File: src/rtl/cpu_pkg.sv
// Shared CPU constants, register-file FSM state type and read-port slicing helper.
package cpu_pkg;

  localparam int unsigned CPU_DATA_W = 8;
  localparam int unsigned CPU_ADDR_W = 3;

  typedef enum logic {
    ST_INIT = 1'b0,
    ST_RUN  = 1'b1
  } state_e;

  // LSB of port k's field inside a flat bus of w-bit fields.
  function automatic int unsigned port_lsb(input int unsigned k, input int unsigned w);
    return k * w;
  endfunction

endpackage

File: src/rtl/reg_file_rdport.sv
// One combinational read port: storage mux, hardwired-zero check, write bypass and READY mask.
module reg_file_rdport #(
  parameter int unsigned DATA_W   = 8,
  parameter int unsigned ADDR_W   = 3,
  parameter bit          BYPASS   = 1'b0,
  parameter bit          ZERO_REG = 1'b0
) (
  input  logic [DATA_W-1:0] i_regs [2**ADDR_W],
  input  logic [ADDR_W-1:0] i_addr,
  input  logic              i_ready,
  input  logic              i_wr_commit,
  input  logic [ADDR_W-1:0] i_wr_addr,
  input  logic [DATA_W-1:0] i_wr_data,
  output logic [DATA_W-1:0] o_data
);

  logic w_bypass_hit;
  logic w_zero_hit;

  assign w_bypass_hit = BYPASS && i_wr_commit && (i_wr_addr == i_addr);
  assign w_zero_hit   = ZERO_REG && (i_addr == '0);

  // Applied lowest priority first so later assignments win.
  always_comb begin
    o_data = i_regs[i_addr];
    if (w_bypass_hit) o_data = i_wr_data;
    if (w_zero_hit)   o_data = '0;
    if (!i_ready)     o_data = '0;
  end

endmodule

File: src/rtl/reg_file_param.sv
// Parametrised register file with post-reset clear sequence, optional bypass and zero register.
module reg_file_param
  import cpu_pkg::*;
#(
  parameter int unsigned DATA_W   = CPU_DATA_W,
  parameter int unsigned ADDR_W   = CPU_ADDR_W,
  parameter int unsigned NRD      = 2,
  parameter bit          BYPASS   = 1'b0,
  parameter bit          ZERO_REG = 1'b0
) (
  input  logic                  CLK,
  input  logic                  RESET,
  input  logic                  WRITE,
  input  logic                  BUSYWAIT,
  input  logic [ADDR_W-1:0]     INADDRESS,
  input  logic [DATA_W-1:0]     IN,
  input  logic [NRD*ADDR_W-1:0] OUTADDRESS,
  output logic [NRD*DATA_W-1:0] OUT,
  output logic                  READY
);

  localparam int unsigned       NREGS    = 2 ** ADDR_W;
  localparam logic [ADDR_W-1:0] LAST_IDX = ADDR_W'(NREGS - 1);

  logic [DATA_W-1:0] r_regs [NREGS];
  state_e            r_state;
  logic [ADDR_W-1:0] r_cnt;
  logic              r_ready;

  logic w_clr_en;
  logic w_zero_hit;
  logic w_commit;

  assign w_clr_en   = !RESET && (r_state == ST_INIT);
  assign w_zero_hit = ZERO_REG && (INADDRESS == '0);
  // RESET blocks the commit so a write coinciding with reset is lost and never bypassed.
  assign w_commit   = !RESET && (r_state == ST_RUN) && WRITE && !BUSYWAIT && !w_zero_hit;

  always_ff @(posedge CLK) begin
    if (RESET) begin
      r_state <= ST_INIT;
      r_cnt   <= '0;
      r_ready <= 1'b0;
    end else if (r_state == ST_INIT) begin
      r_cnt <= r_cnt + 1'b1;
      if (r_cnt == LAST_IDX) begin
        r_state <= ST_RUN;
        r_ready <= 1'b1;
      end
    end
  end

  // Storage has no reset; it is cleared by the INIT walk instead.
  always_ff @(posedge CLK) begin
    if (w_clr_en) begin
      r_regs[r_cnt] <= '0;
    end else if (w_commit) begin
      r_regs[INADDRESS] <= IN;
    end
  end

  assign READY = r_ready;

  for (genvar k = 0; k < NRD; k++) begin : g_rd
    reg_file_rdport #(
      .DATA_W  (DATA_W),
      .ADDR_W  (ADDR_W),
      .BYPASS  (BYPASS),
      .ZERO_REG(ZERO_REG)
    ) u_rdport (
      .i_regs     (r_regs),
      .i_addr     (OUTADDRESS[port_lsb(k, ADDR_W) +: ADDR_W]),
      .i_ready    (r_ready),
      .i_wr_commit(w_commit),
      .i_wr_addr  (INADDRESS),
      .i_wr_data  (IN),
      .o_data     (OUT[port_lsb(k, DATA_W) +: DATA_W])
    );
  end

endmodule

File: config.mk
export PLATFORM = sky130hd
export DESIGN_NAME = reg_file_param
export DESIGN_NICKNAME = d
export VERILOG_FILES = /design/src/rtl/cpu_pkg.sv /design/src/rtl/reg_file_rdport.sv /design/src/rtl/reg_file_param.sv
export SDC_FILE = /design/constraint.sdc
export NUM_CORES = 1
export LEC_CHECK = 0
export CAP_MARGIN = 20
export CORE_UTILIZATION = 55
export CTS_CLUSTER_DIAMETER = 40
export CTS_CLUSTER_SIZE = 8
export DETAILED_ROUTE_END_ITERATION = 10
export PLACE_DENSITY = 0.77
export SYNTH_ARGS = -nofsm -noshare
export SYNTH_HDL_FRONTEND = slang
export SYNTH_SLANG_ARGS = --single-unit
export TNS_END_PERCENT = 1
File: constraint.sdc
create_clock -name CLK -period 2.7 [get_ports CLK]
set_clock_uncertainty 0.2 [all_clocks]
set_input_delay 0.405 -clock CLK [delete_from_list [all_inputs] [get_ports CLK]]
set_output_delay 0.405 -clock CLK [all_outputs]
set_load 0.02 [all_outputs]
==> results.md, run 1 <==
* Status: complete, no violations
* Maximum clock rate at 0.3746 GHz
* # fillers at 514
* Syn nets at 322
* Largest net degree at the start of global routing at 22
* Die W at 89.75 um
* Hold WC Path Type: flop to flop
* Worst-margin pin slew at 0.6630 ns
* Die Y at 89.75 um
* Layout net count at 369
* Post-synth top flop: edfxtp_1
* Vias in the first global route at 2924
* Number of synthesized register bits at 69
* Slew Viols, Final at 0
* Hold Crit Depth at 1
* RSZ-0062 raised after global routing: no
* EDFF count, synth at 64
* CTS tree: done
* Library cells used by synthesis at 30
* Drt total wl at 10870 um
* Port buffer count at 37
* Critical Path Start Type: input pin
* Commonest cells in the netlist: 64 x edfxtp_1, 56 x a22o_1, 32 x mux4_2, 22 x nor2_1, 18 x mux2i_1
* Hold WS at 0.4112 ns
* PD cells at 549.4 nW/um^2
* Clk slew on worst S/H paths at 0.08 ns
* Max cap viols at 0
* Clock Path Buffers at 2
* Synth Warn # at 0
* CP Max Fanout at 8
* Critical path arrival at 2.06 ns
* Fin crit share at 98.88%
* FFs w/ async S/R, synth at 0%
* Crit path capture type: primary output
* Remaining antenna violation count at 0
* Area of placed instances at 4765 sq um
* Flop2flop setup slack at 0.69 ns
* H-tree Lvls at 3
* Synth area leader: edfxtp_1
* Syn avg cell area at 14.16 sq um
* Starting density of the core at 57.77%
* Worst VDD drop at 0.3681 mV
* Sink Count at 69
* HP Start: r_regs[48]$_DFFE_PP_
* Layout cells sized above 1 at 27.07%
* Setup CP Type: input pin to primary output
* # setup viols final at 0
* Worst-skew pair later-pin latency at 0.34 ns
* DIE AREA at 8055 sq um
* RR Endpoint: r_regs[30]$_DFFE_PP_
* Root buffer cell: clkbuf_8
* Initial antenna violation count at 0
* Diodes inserted at 0
* Setup bufs post-CTS at 0
* Ranking of synthesized cells by area: edfxtp_1 45%, mux4_2 17%, a22o_1 12%
* P_leak at 0.001945 uW
* Final HPWL DP at 7774 um
* Global-route wire length before repair at 17040 um
* Data required, critical path at 2.10 ns
* Cell with the most instances after synthesis: edfxtp_1
* Total congestion overflow at 0
* Relative slew margins at 55.78%
* RePlAce Congestion at 0.8833
* Final routed DRC violation total at 0
* Top cell type's share of synthesized area at 45.38%
* Core Region at 7331 sq um
* Via density at 6.771
* First-pass detailed-route iteration total at 5
* Via Count at 3047
* Area grow syn2layout at 18.20%
* Num ports at 38
* Inserted Clock Buffers at 9
* Post-route cell area at 5006 sq um
* Mapped cell area at 4235 sq um
* R2R Path Start: r_state$_SDFF_PP0_
* GRT Overall Usage at 28.86%
* Post-synthesis cell count at 299
* Final hold vios at 0
* WL/cell at 24.16 um
* Worst reg-to-reg path cell count at 3
* Sequential share of the synthesized area at 47.74%
* Drt first-iter violations at 475
* Tmin final at 2.670 ns
* Hold EP: r_regs[48]$_DFFE_PP_
* Row count at 31
## per-layer routing
metal | share of wire, % | up-vias | GRT usage, %
li1 | - | 1300 | -
met1 | 38 | 1449 | 39.73
met2 | 46 | 268 | 42.44
met3 | 12 | 30 | 7.107
met4 | 3.6 | 0 | 15.44
met5 | 0 | - | 0
## worst max-delay path: stages
cell             delay, ns
clkdlybuf4s15_1       0.28
bufbuf_16             0.32
mux4_2                0.48
mux2i_1               0.16
nor2_1                0.08
dlygate4sd2_1         0.34
## power breakdown
group / total [uW] / switching, uW / leakage [uW] / internal, uW
Sequential: 1370 / 97.3 / 0.000696 / 1280
Combinational: 489 / 229 / 0.00115 / 260
Clock: 887 / 381 / 0.000103 / 506
## flip-flops by register name, summed over array words and instances, names as in the netlist
register and flops:
r_state 1, r_regs 64, r_cnt 3, READY 1
## worst max path at each step
stage | from | end | cells after the start
after floorplan | RESET | r_regs[10]$_DFFE_PP_ | 3
after global placement | OUTADDRESS[4] | OUT[15] | 6
after detailed placement | OUTADDRESS[1] | OUT[7] | 6
after CTS | OUTADDRESS[4] | OUT[11] | 6
after global routing | OUTADDRESS[4] | OUT[9] | 6
final | OUTADDRESS[4] | OUT[11] | 6
## cell type report
class | instances | area, sq um | area share (%)
tap | 99 | 123.9 | 2.474
clock buffer | 9 | 123.9 | 2.474
inverter | 10 | 37.54 | 0.7498
clock inverter | 7 | 80.08 | 1.600
multi-input combinational | 191 | 1978 | 39.52
sequential | 69 | 2022 | 40.39
timing repair buffer | 65 | 640.6 | 12.80
## timing repair
item	in CTS	in global routing
setup endpoints to repair	16	10
gates resized for setup	20	3
hold buffers	0	0
hold endpoints to repair	0	0
cloned	2	0
## per-stage QoR
stage / power (uW) / TNS, ns / utilization [%] / setup slack [ns] / std cells
2_1_floorplan: 1696 / 0 / - / 0.3682 / 299
3_3_place_gp: 1848 / -4.890 / 64.99 / -0.3395 / 432
3_5_place_dp: 1861 / -4.966 / 64.99 / -0.3445 / 432
4_1_cts: 2749 / 0 / 68.32 / 0.01487 / 450
5_1_grt: 2839 / 0 / 68.29 / 0.008845 / 450
6_report: 2750 / 0 / 68.29 / 0.03023 / 450
## kinds of logic after synthesis
| logic type | synth area share (%) |
|---|---|
| flops | 47.74 |
| buf+inv | 5.554 |
| fa+ha+maj | 0.5907 |
| simple gates | 7.120 |
| xor+xnor | 0.2068 |
| mux | 21.27 |
| compound gates | 17.52 |
## placed cells by master (no fill, tap or decap), types with 5 or more instances in the layout
cell type,synthesis,final
a22o_1,56,56
a31oi_4,7,7
and2_4,6,6
buf_4,0,23
clkbuf_8,0,9
clkdlybuf4s50_1,0,17
clkinv_1,1,5
dfxtp_1,5,5
dlygate4sd2_1,0,18
edfxtp_1,64,64
inv_1,6,6
mux2i_1,18,18
mux4_2,32,32
nand2_1,17,17
nor2_1,22,22
o21ai_0,15,15
(Power assumes the default switching activity.)
==> run 2, diff against run 1 <==
--- a/config.mk
+++ b/config.mk
@@ -6,11 +6,11 @@
 export NUM_CORES = 1
 export LEC_CHECK = 0
 export CAP_MARGIN = 20
-export CORE_UTILIZATION = 55
+export CORE_UTILIZATION = 42
 export CTS_CLUSTER_DIAMETER = 40
 export CTS_CLUSTER_SIZE = 8
 export DETAILED_ROUTE_END_ITERATION = 10
-export PLACE_DENSITY = 0.77
+export PLACE_DENSITY = 0.61
 export SYNTH_ARGS = -nofsm -noshare
 export SYNTH_HDL_FRONTEND = slang
 export SYNTH_SLANG_ARGS = --single-unit
==> run 2 against run 1 <==
Against the previous run: non-clock buffer count rose by 1; total power is 4.9% lower; register-to-register slack improved by 0.06 ns; critical path type unchanged; largest cell class unchanged.
==> results.md, run 2 (synthesized netlist as in run 1, its figures left out) <==
* Status: complete, no violations
* Root buffer cell: clkbuf_8
* RSZ-0062 raised after global routing: no
* Fin crit share at 96.39% (-2.5 points)
* Diodes inserted at 0 (unchanged)
* Starting density of the core at 43.33% (-14 points)
* Num ports at 38 (unchanged)
* Largest net degree at the start of global routing at 19 (-14%)
* Remaining antenna violation count at 0 (unchanged)
* Max cap viols at 0 (unchanged)
* Row count at 36 (+16%)
* P_leak at 0.001922 uW (-1.2%)
* Drt first-iter violations at 247 (-48%)
* Max reg flops at 64 (unchanged)
* Slew Viols, Final at 0 (unchanged)
* Clock Path Buffers at 2 (unchanged)
* Largest regs: r_regs: 64 flops, r_cnt: 3 flops
* RePlAce Congestion at 0.8383 (-5.1%)
* Drt total wl at 11630 um (+7.0%)
* Clk slew on worst S/H paths at 0.08 ns (about the same)
* Most common cell after layout, fill and taps aside: edfxtp_1
* Post-layout util at 51.34% (-17 points)
* Total congestion overflow at 0 (unchanged)
* Sink Count at 69 (unchanged)
* Inserted Clock Buffers at 9 (unchanged)
* Hold Crit Depth at 1 (unchanged)
* WL/cell at 23.98 um (-0.71%)
* Critical path arrival at 2.00 ns (-0.06 ns)
* Initial antenna violation count at 0 (unchanged)
* First-pass detailed-route iteration total at 4 (-1)
* Die W at 102.4 um (+14%)
* Layout cells sized above 1 at 28.13% (+1.1 points)
* Worst-margin pin slew at 0.6153 ns (-0.04764 ns)
* Layout net count at 370 (+0.27%)
* Core Region at 9774 sq um (+33%)
* H-tree Lvls at 3 (unchanged)
* Tmin final at 2.603 ns (-0.06720 ns)
* Worst reg-to-reg path cell count at 3 (unchanged)
* Setup bufs post-CTS at 0 (unchanged)
* Via density at 6.233 (-7.9%)
* DIE AREA at 10490 sq um (+30%)
* Maximum clock rate at 0.3842 GHz (+2.6%)
* Critical Path Start Type: input pin
* # fillers at 868 (+69%)
* Final hold vios at 0 (unchanged)
* Port buffer count at 37 (unchanged)
* Die Y at 102.4 um (+14%)
* Top reg by flops: r_regs
* Vias in the first global route at 2920 (-0.14%)
* Final HPWL DP at 8387 um (+7.9%)
* Hold WS at 0.4083 ns (-0.002888 ns)
* Via Count at 3023 (-0.79%)
* Worst VDD drop at 0.2632 mV (-29%)
* Setup tns final at 0 ns (unchanged)
* CP Max Fanout at 7 (-1)
* Data required, critical path at 2.10 ns (about the same)
* Global-route wire length before repair at 17500 um (+2.7%)
* Worst-skew pair later-pin latency at 0.35 ns (about the same)
* GRT Overall Usage at 23.90% (-5.0 points)
* Hold WC Path Type: flop to flop
* PD cells at 521.3 nW/um^2 (-5.1%)
* Area grow syn2layout at 18.49%
* CTS tree: done
* # setup viols final at 0 (unchanged)
* Setup CP Type: input pin to primary output
* Final routed DRC violation total at 0 (unchanged)
* Crit path capture type: primary output
* Relative slew margins at 58.98% (+3.2 points)
* Total power at 2616 uW (-4.9%)
* Most frequent cells in the layout: 64 x edfxtp_1, 56 x a22o_1, 32 x mux4_2
## run 2: repair_timing
action	4_1_cts	5_1_grt
resized for setup	24	0
hold buffers	0	0
endpoints found under the setup margin	16	0
## run 2: where the power goes
part	internal [uW]	switching [uW]
clock	326	423
sequential	1280	95.8
combinational	259	236
total	1860	755
## run 2: path summary, 6_finish.rpt
kind | from | end | slack (ns)
hold / removal | r_regs[36]$_DFFE_PP_ | r_regs[36]$_DFFE_PP_ | 0.41
setup / recovery | OUTADDRESS[1] | OUT[6] | 0.1
hold reg to reg | r_regs[36]$_DFFE_PP_ | r_regs[36]$_DFFE_PP_ | 0.41
setup reg to reg | r_state$_SDFF_PP0_ | r_regs[23]$_DFFE_PP_ | 0.75
## run 2: area by class of cell
| type | instances | area [sq um] | area share [%] |
|---|---|---|---|
| clock buffer | 9 | 123.9 | 2.468 |
| clock inverter | 7 | 42.54 | 0.8477 |
| inverter | 10 | 37.54 | 0.7479 |
| multi-input combinational | 191 | 1978 | 39.42 |
| sequential | 69 | 2022 | 40.29 |
| tap | 133 | 166.4 | 3.316 |
| timing repair buffer | 66 | 648.1 | 12.91 |
## run 2: metal layers
layer,share of wire (%),vias up,global-route usage [%]
met1,41,1505,33.20
met5,0,-,0
li1,-,1298,-
met4,2.4,0,9.231
met3,9.8,25,5.814
met2,46,195,36.21
## run 2: worst max-delay path, cell delays in order
cell	delay [ns]
clkdlybuf4s15_2	0.24
bufbuf_16	0.29
mux4_2	0.50
mux2i_1	0.17
nor2_1	0.06
dlygate4sd2_1	0.33
## run 2: metrics by stage
step / setup WS, ns / instances / area [sq um]
3_5_place_dp: -0.3984 / 468 / 4835
2_1_floorplan: 0.3682 / 299 / 4235
6_report: 0.09744 / 485 / 5019
4_1_cts: 0.07549 / 485 / 5019
3_3_place_gp: -0.3992 / 468 / 4835
5_1_grt: 0.03374 / 485 / 5019
==> run 3, diff against run 2 <==
--- a/config.mk
+++ b/config.mk
@@ -10,6 +10,7 @@
 export CTS_CLUSTER_DIAMETER = 40
 export CTS_CLUSTER_SIZE = 8
 export DETAILED_ROUTE_END_ITERATION = 10
+export GPL_TIMING_DRIVEN = 0
 export PLACE_DENSITY = 0.61
 export SYNTH_ARGS = -nofsm -noshare
 export SYNTH_HDL_FRONTEND = slang
==> run 3 against run 2 <==
Against the previous run: sequential share of layout area is 0.76 points higher; non-clock buffer count is 4 lower; first-iteration DRC count is 17% higher; worst hold slack worse by 0.020 ns; routed wire length is 3.5% lower; combinational power is 3% lower; total power is 3.3% higher; sequential power hardly changed; critical path depth is 2 lower; setup slack better by 0.019 ns; critical path type is now input pin to flop; critical endpoint is now r_regs[19]$_DFFE_PP_; largest cell class unchanged; highest routed layer unchanged.
==> results.md, run 3 (synthesized netlist as in run 1, its figures left out) <==
* Hold WC Path Type: input pin to flop
* Setup bufs post-CTS at 0 (unchanged)
* Inserted Clock Buffers at 9 (unchanged)
* Largest regs: r_regs: 64 flops, r_cnt: 3 flops
* Num ports at 38 (unchanged)
* Most common cell after layout, fill and taps aside: edfxtp_1
* Worst-margin pin slew at 0.7383 ns (+0.1230 ns)
* Via density at 6.110 (-2.0%)
* Total congestion overflow at 0 (unchanged)
* Drt total wl at 11220 um (-3.5%)
* Final HPWL DP at 7994 um (-4.7%)
* Drt first-iter violations at 288 (+17%)
* Post-route cell area at 4926 sq um (-1.8%)
* Top reg by flops: r_regs
* RePlAce Congestion at 0.8723 (+4.1%)
* Post-layout util at 50.40% (-0.95 points)
* Remaining antenna violation count at 0 (unchanged)
* Clock Path Buffers at 2 (unchanged)
* Core Region at 9774 sq um (unchanged)
* Fin crit share at 95.68% (-0.72 points)
* CTS tree: done
* Diodes inserted at 0 (unchanged)
* Die Y at 102.4 um (unchanged)
* Port buffer count at 28 (-24%)
* Area of placed instances at 4720 sq um (-2.4%)
* H-tree Lvls at 3 (unchanged)
* Layout net count at 366 (-1.1%)
* Setup CP Type: input pin to flop
* Critical path arrival at 2.36 ns (+0.36 ns)
* P_leak at 0.001925 uW (+0.14%)
* Status: complete, no violations
* Relative slew margins at 50.45% (-8.5 points)
* # setup viols final at 0 (unchanged)
* Vias in the first global route at 2781 (-4.8%)
* Final hold vios at 0 (unchanged)
* Largest net degree at the start of global routing at 13 (-6)
* Worst VDD drop at 0.2384 mV (-9.4%)
* Most frequent cells in the layout: 64 x edfxtp_1, 56 x a22o_1, 32 x mux4_2
* Clk slew on worst S/H paths at 0.08 ns (about the same)
* WL/cell at 23.33 um (-2.7%)
* Final routed DRC violation total at 0 (unchanged)
* Critical Path Start Type: input pin
* PD cells at 548.7 nW/um^2 (+5.3%)
* Initial antenna violation count at 0 (unchanged)
* Global-route wire length before repair at 16640 um (-4.9%)
* Row count at 36 (unchanged)
* RSZ-0062 raised after global routing: yes
* Data required, critical path at 2.48 ns (+0.38 ns)
* Tmin final at 2.583 ns (-0.01934 ns)
* Maximum clock rate at 0.3871 GHz (+0.75%)
* Layout cells sized above 1 at 27.59% (-0.54 points)
* Worst-skew pair later-pin latency at 0.35 ns (about the same)
* Max reg flops at 64 (unchanged)
* Crit path capture type: flop
* Via Count at 2939 (-2.8%)
* Die W at 102.4 um (unchanged)
* CP Max Fanout at 8 (+1)
* First-pass detailed-route iteration total at 5 (+1)
* Root buffer cell: clkbuf_8
* Sink Count at 69 (unchanged)
* GRT Overall Usage at 22.79% (-1.1 points)
* Starting density of the core at 43.33% (unchanged)
* DIE AREA at 10490 sq um (unchanged)
* Max cap viols at 0 (unchanged)
* Slew Viols, Final at 0 (unchanged)
* Hold WS at 0.3886 ns (-0.01967 ns)
* Area grow syn2layout at 16.31%
## run 3: worst paths after layout
check,cells past startpoint,start,slack [ns],to
worst min-delay path,2,INADDRESS[0],0.39,r_regs[9]$_DFFE_PP_
worst min register to register,1,r_regs[47]$_DFFE_PP_,0.40,r_regs[47]$_DFFE_PP_
worst max-delay path,4,RESET,0.12,r_regs[19]$_DFFE_PP_
worst max register to register,6,r_state$_SDFF_PP0_,0.66,r_regs[48]$_DFFE_PP_
## run 3: area by class of cell
class | count | area (sq um)
Buffer | 29 | 206.4
Clock buffer | 10 | 127.6
Clock inverter | 6 | 62.56
Fill cell | 879 | 4848
Inverter | 10 | 37.54
Multi-Input combinational cell | 191 | 1987
Sequential cell | 69 | 2022
Tap cell | 133 | 166.4
Timing Repair Buffer | 33 | 316.6
## run 3: worst max-delay path: stages
cell,delay (ns)
clkdlybuf4s50_1,0.54
or3b_2,0.51
clkbuf_1,0.24
o21ai_1,0.66
## run 3: through the flow
| step | setup slack (ns) | TNS (ns) | cells | total power, uW |
|---|---|---|---|---|
| 2_1_floorplan | 0.3682 | 0 | 299 | 1696 |
| 3_3_place_gp | -0.7295 | -40.86 | 460 | 1839 |
| 3_5_place_dp | -0.5444 | -23.66 | 465 | 1858 |
| 4_1_cts | -0.008397 | -0.01623 | 481 | 2699 |
| 5_1_grt | -0.01717 | -0.09432 | 481 | 2781 |
| 6_report | 0.1168 | 0 | 481 | 2703 |
## run 3: where the power goes
| group | leakage (uW) | total [uW] | switching (uW) | internal (uW) |
|---|---|---|---|---|
| clock network | 0.0000903 | 861 | 435 | 426 |
| registers | 0.000696 | 1360 | 83.8 | 1280 |
| logic | 0.00114 | 482 | 243 | 240 |
## run 3: what timing repair did
action | 4_1_cts | 5_1_grt
endpoints found under the setup margin | 42 | 28
resized for setup | 18 | 9
hold buffers | 0 | 0
gates cloned | 0 | 0
## run 3: layer usage
layer  share of wire (%)  GRT usage (%)  vias up
met3                 6.7          3.694       23
li1                    -              -     1295
met4                 2.9          10.33        0
met5                   0              0        -
met1                  45          32.72     1496
met2                  46          33.95      125
